`src/rtl/bcd_pkg.sv`:
```
// Shared definitions for the BCD arithmetic datapath.
//   BCD_W   : width of one packed BCD digit
//   state_t : sequencing states of the digit-serial multiplier
//   is_bcd  : true when a 4-bit digit is a legal decimal digit (0..9)
package bcd_pkg;

  localparam int BCD_W = 4;

  typedef enum logic [1:0] {
    IDLE,
    RUN,
    DONE
  } state_t;

  function automatic logic is_bcd(input logic [BCD_W-1:0] digit);
    return digit <= 4'd9;
  endfunction

endpackage

```
`src/rtl/bcd_mul_cell.sv`:
```
// One-digit BCD multiply-accumulate cell (combinational).
// Computes t = digit*m + cin and splits it into a decimal digit and a carry.
//   digit : BCD operand digit (0..9)
//   m     : BCD multiplier digit (0..9)
//   cin   : incoming decimal carry (0..8)
//   dout  : t mod 10
//   cout  : t div 10 (0..8)
module bcd_mul_cell
  import bcd_pkg::*;
(
  input  logic [BCD_W-1:0] digit,
  input  logic [BCD_W-1:0] m,
  input  logic [BCD_W-1:0] cin,
  output logic [BCD_W-1:0] dout,
  output logic [BCD_W-1:0] cout
);

  // 9*9 + 8 = 89 is the largest legal value, so 7 bits suffice.
  // Non-BCD inputs are filtered upstream and never reach this cell.
  logic [6:0] t;

  always_comb begin
    t    = 7'(digit) * 7'(m) + 7'(cin);
    dout = BCD_W'(t % 7'd10);
    cout = BCD_W'(t / 7'd10);
  end

endmodule

```
`src/rtl/bcd_digit_mul.sv`:
```
// Digit-serial BCD multiplier: NDIG-digit packed BCD operand times one BCD
// digit, producing an (NDIG+1)-digit packed BCD product. One operand digit
// is processed per clock through a single shared bcd_mul_cell.
//
//   state | meaning
//   IDLE  | waiting for start; operands latched on the accepting edge
//   RUN   | one operand digit multiplied per edge, carry rippled forward
//   DONE  | result (or error) valid; done pulses for this one cycle
//
// Ports:
//   clk   : clock, rising edge
//   rst   : synchronous active-high reset
//   start : request, sampled only in IDLE
//   a     : packed BCD operand, digit 0 at [3:0]
//   m     : BCD multiplier digit
//   busy  : high whenever not IDLE
//   done  : one-cycle result-valid pulse
//   err   : non-BCD digit seen on the last accepted start
//   p     : packed BCD product, held until the next accepted start
module bcd_digit_mul
  import bcd_pkg::*;
#(
  parameter int NDIG = 4
) (
  input  logic                        clk,
  input  logic                        rst,
  input  logic                        start,
  input  logic [BCD_W*NDIG-1:0]       a,
  input  logic [BCD_W-1:0]            m,
  output logic                        busy,
  output logic                        done,
  output logic                        err,
  output logic [BCD_W*(NDIG+1)-1:0]   p
);

  localparam int IDX_W = (NDIG > 1) ? $clog2(NDIG) : 1;

  state_t                       state_q, state_d;
  logic [IDX_W-1:0]             idx_q;
  logic [BCD_W*NDIG-1:0]        a_q;
  logic [BCD_W-1:0]             m_q;
  logic [BCD_W-1:0]             carry_q;
  logic [BCD_W*(NDIG+1)-1:0]    p_q;
  logic                         err_q;

  logic [BCD_W-1:0]             cur_digit;
  logic [BCD_W-1:0]             cell_dout;
  logic [BCD_W-1:0]             cell_cout;
  logic                         in_bad;
  logic                         accept;
  logic                         last_digit;

  always_comb begin
    in_bad = !is_bcd(m);
    for (int i = 0; i < NDIG; i++) begin
      if (!is_bcd(a[BCD_W*i +: BCD_W])) in_bad = 1'b1;
    end
  end

  assign accept     = (state_q == IDLE) && start;
  assign last_digit = (idx_q == IDX_W'(NDIG - 1));
  assign cur_digit  = a_q[BCD_W*idx_q +: BCD_W];

  bcd_mul_cell u_cell (
    .digit (cur_digit),
    .m     (m_q),
    .cin   (carry_q),
    .dout  (cell_dout),
    .cout  (cell_cout)
  );

  always_ff @(posedge clk) begin
    if (rst) state_q <= IDLE;
    else     state_q <= state_d;
  end

  always_comb begin
    state_d = state_q;
    case (state_q)
      IDLE:    if (start) state_d = in_bad ? DONE : RUN;
      RUN:     if (last_digit) state_d = DONE;
      DONE:    state_d = IDLE;
      default: state_d = IDLE;
    endcase
  end

  always_ff @(posedge clk) begin
    if (rst) begin
      a_q     <= '0;
      m_q     <= '0;
      carry_q <= '0;
      idx_q   <= '0;
      p_q     <= '0;
      err_q   <= 1'b0;
    end else if (accept) begin
      a_q     <= a;
      m_q     <= m;
      carry_q <= '0;
      idx_q   <= '0;
      p_q     <= '0;
      err_q   <= in_bad;
    end else if (state_q == RUN) begin
      p_q[BCD_W*idx_q +: BCD_W] <= cell_dout;
      carry_q <= cell_cout;
      idx_q   <= idx_q + 1'b1;
      // The top product digit is just the carry out of the last operand digit.
      if (last_digit) p_q[BCD_W*NDIG +: BCD_W] <= cell_cout;
    end
  end

  assign busy = (state_q != IDLE);
  assign done = (state_q == DONE);
  assign err  = err_q;
  assign p    = p_q;

endmodule

```
`config.mk`:
```
export PLATFORM = sky130hd
export DESIGN_NAME = bcd_digit_mul
export DESIGN_NICKNAME = d
export VERILOG_FILES = /design/src/rtl/bcd_pkg.sv /design/src/rtl/bcd_mul_cell.sv /design/src/rtl/bcd_digit_mul.sv
export SDC_FILE = /design/constraint.sdc
export NUM_CORES = 1
export LEC_CHECK = 0
export BUFFER_PORTS_ARGS = -buffer_cell sky130_fd_sc_hd__buf_2
export CORE_MARGIN = 5
export CORE_UTILIZATION = 40
export DETAILED_ROUTE_END_ITERATION = 12
export MAX_ROUTING_LAYER = met4
export SYNTH_ARGS = -nofsm -noshare
export SYNTH_HDL_FRONTEND = slang
export SYNTH_SLANG_ARGS = --single-unit
```
`constraint.sdc`:
```
create_clock -name clk -period 7.2 [get_ports clk]
set_input_delay 0.72 -clock clk [delete_from_list [all_inputs] [get_ports clk]]
set_output_delay 0.72 -clock clk [all_outputs]
set_load 0.005 [all_outputs]
```
==> summary.md <==
| Metric | Value |
|---|---|
| Placed cell areas | `3500 um^2` |
| Post-synthesis cell area | `3240 um^2` |
| Share of the synthesized area in the top cell type | `30.3%` |
| Power Dens Cells | `146 nW/um^2` |
| Hold_ws | `0.458 ns` |
| Crit start category | `register` |
| GR Util met1 | `22.6%` |
| Critical path required time | `7.42 ns` |
| Vias per inst | `5.40` |
| Outcome | `finished, final reports clean` |
| Buffers & Inverters on Critical Path | `1` |
| Final period util | `91.7%` |
| Final wirelength | `7580 um` |
| Setup CP Type | `register to register` |
| Layout cells sized above 1 | `15.6%` |
| Number of clock sinks | `49` |
| Setup Viol. Count Final | `0` |
| Cell taking the most area after synthesis | `dfxtp_1` |
| GRT met2 Usage | `24.9%` |
| Later-pin clock latency in the skew report | `0.30 ns` |
| DIE WIDTH | `99.9 um` |
| Max Slew Vio Count | `0` |
| Die H | `99.9 um` |
| # fillers | `843` |
| CP cell instances | `mux4_1 -> nand2_1 -> fa_1 -> fa_1 -> fa_1 -> inv_1 -> ha_1 -> a21oi_1 -> a21oi_1 -> or2_2 -> nor2_2 -> nor3_1 -> o32ai_2 -> ha_1 -> nand2b_1 -> o32ai_1 -> a311oi_1 -> nand3_1 -> a2111oi_4 -> o21ai_0 -> a21oi_1` |
| Fin Clk Skew | `0.0101 ns` |
| Post-synth cell types | `63` |
| Synthesis-to-layout area growth | `10.5%` |
| Slowest cell delay on critical path | `0.65 ns` |
| First-pass GRT wire length | `13,100 um` |
| Hold WC Path Type | `register to register` |
| GR peak layer | `met2` |
| Leak | `1.49 nW` |
| Io pins | `46` |
| MaxCap Viol Count | `0` |
| Largest net degree at the start of global routing | `26` |
| Core Region | `7810 um^2` |
| Syn Inst Count | `400` |
| Setup crit end kind | `register` |
| Row count | `32` |
| Post-DP HPWL | `5820 um` |
| Asr flop ratio synth | `0%` |
| Routed Antenna Nets | `0` |
| Flops & latches, synth | `49` |
| N_diodes | `0` |
| Largest cells by area after synthesis | `dfxtp_1 30%, ha_1 8.9%, nand2_1 8.1%` |
| Fin. Hold Viols | `0` |
| Detailed Routing Iterations Pass 1 | `4` |
| Unrepaired setup endpoints after global routing | `false` |
| Final Critical Period | `6.60 ns` |
| Initial antenna violation count | `0` |
| CTS tree | `built` |
| Initial drt markers | `213` |
| Wire per inst | `14.2 um` |
| DRC viols | `0` |
| Synth top cells by count | `70 x nand2_1, 49 x dfxtp_1, 43 x a21oi_1, 31 x nor2_1, 23 x ha_1` |
| Initial core utilization | `41.4%` |
| Dominant synthesized flop cell | `dfxtp_1` |
| Nets | `483` |
| Tot Pwr | `520 uW` |
| CTS Buf Count | `5` |
| CP max stage cell | `mux4_1` |
| Max VDD drop | `119 uV` |
| Longest Clk Path Bufs | `2` |
| WP data arrival | `6.82 ns` |
| Mapped Nets | `452` |
| GP Congestion | `0.871` |
| Met3 GRT Util | `1.67%` |
| Least-Margin Pin Slew | `1.09 ns` |
| Setup tns final | `0 ns` |
| Part of the Yosys area used for sequential elements | `30.3%` |
| Syn. warnings | `0` |
| FMAX | `152 MHz` |
| Gr usage total | `16.1%` |
| Clk root buf | `clkbuf_8` |
| Syn Area/Cell | `8.09 um^2` |
| Final Instance Area | `3570 um^2` |
| Slew margin rel. | `27.1%` |
| Port Buffers | `45` |
| Worst-path clk slew | `0.09 ns` |
| Hold buffer count at CTS | `0` |
| Vias in the first global route | `2,708` |
| Via count | `2,872` |
| H-Tree Level Count | `2` |
| CP top delay family | `adder cells` |
| Number of synthesized flops with an enable pin | `0` |
| GRT overflow | `0` |
| Die area | `9990 um^2` |
| Most numerous cell in the Yosys netlist | `nand2_1` |
| Critical Path Fanout Max | `14` |
==> timing repair <==
action / 4_1_cts / 5_1_grt
endpoints found under the setup margin: 0 / 12
setup buffers: 0 / 0
gates resized for setup: 0 / 2
endpoints found under the hold margin: 0 / 0
==> stage by stage <==
step / instances / worst slack [ns] / util, %
floorplan: 400 / 1.09 / -
global placement: 526 / 0.606 / 44.8
detailed placement: 526 / 0.432 / 44.8
CTS: 532 / 0.417 / 45.7
global route: 532 / 0.117 / 45.8
finish: 532 / 0.600 / 45.8
==> worst paths after layout <==
path	startpoint	end	slack (ns)	depth (start not counted)
worst max register to register	idx_q[0]	p[13]	0.60	21
worst max-delay path	idx_q[0]	p[13]	0.60	21
worst min-delay path	a_q[7]	a_q[7]	0.46	2
worst min register to register	a_q[7]	a_q[7]	0.46	2
==> state kept, by name, summed over array words and instances, names as in the netlist <==
name	cells
a_q	16
carry_q	4
err	1
idx_q	2
m_q	4
p	20
state_q	2
==> cell type report <==
class | count | area [um^2] | area share [%]
Sequential cell | 49 | 982 | 27.5
Tap cell | 102 | 128 | 3.57
Clock inverter | 1 | 5.00 | 0.140
Multi-Input combinational cell | 308 | 2080 | 58.2
Inverter | 21 | 78.8 | 2.21
Clock buffer | 5 | 68.8 | 1.93
Timing Repair Buffer | 46 | 233 | 6.51
==> cell families (layout without fill, tap and decap cells) <==
group | count (synthesis) | in the layout | share of synthesized area, %
DFF | 49 | 49 | 30.3
adders and majority gates | 29 | 29 | 12.6
buffers and inverters | 43 | 73 | 5.49
and+or+nand+nor | 156 | 156 | 21.8
muxes | 9 | 9 | 4.76
xor gates and xnor gates | 10 | 10 | 3.36
AOI/OAI and AO/OA | 104 | 104 | 21.7
==> worst reg2reg max path, cell delays in order, from the launching register on <==
cell       delay [ns]
dfxtp_2          0.52
mux4_1           0.65
nand2_1          0.12
fa_1             0.45
fa_1             0.51
fa_1             0.51
inv_1            0.04
ha_1             0.39
a21oi_1          0.22
a21oi_1          0.14
or2_2            0.39
nor2_2           0.34
nor3_1           0.11
o32ai_2          0.39
ha_1             0.36
nand2b_1         0.14
o32ai_1          0.08
a311oi_1         0.21
nand3_1          0.24
a2111oi_4        0.38
o21ai_0          0.16
a21oi_1          0.16
==> metal layers <==
layer / part of all wire, % / up-vias
met1: 50 / 1350
met4: 1.3 / 0
li1: - / 1459
met5: 0 / -
met3: 2.7 / 7
met2: 46 / 56
==> cells in the final DEF, fill, tap and decap left out, drive strengths merged, types with 3 or more instances in the layout <==
| cell | count |
|---|---|
| a311oi | 3 |
| and2 | 14 |
| nand2b | 4 |
| inv | 21 |
| o21ai | 22 |
| clkbuf | 5 |
| nor2 | 32 |
| dfxtp | 49 |
| nor2b | 3 |
| nor3 | 14 |
| nand3 | 9 |
| buf | 46 |
| nand2 | 70 |
| fa | 6 |
| a22oi | 5 |
| ha | 23 |
| mux2 | 3 |
| a211oi | 4 |
| a21oi | 43 |
| xnor2 | 7 |
| mux2i | 3 |
| mux4 | 3 |
==> power by group <==
part / leakage, nW / switching (mW) / internal (mW)
Combinational: 1.06 / 0.0537 / 0.0320
Sequential: 0.399 / 0.00637 / 0.280
Clock: 0.0399 / 0.0847 / 0.0641
(Power assumes the default switching activity.)
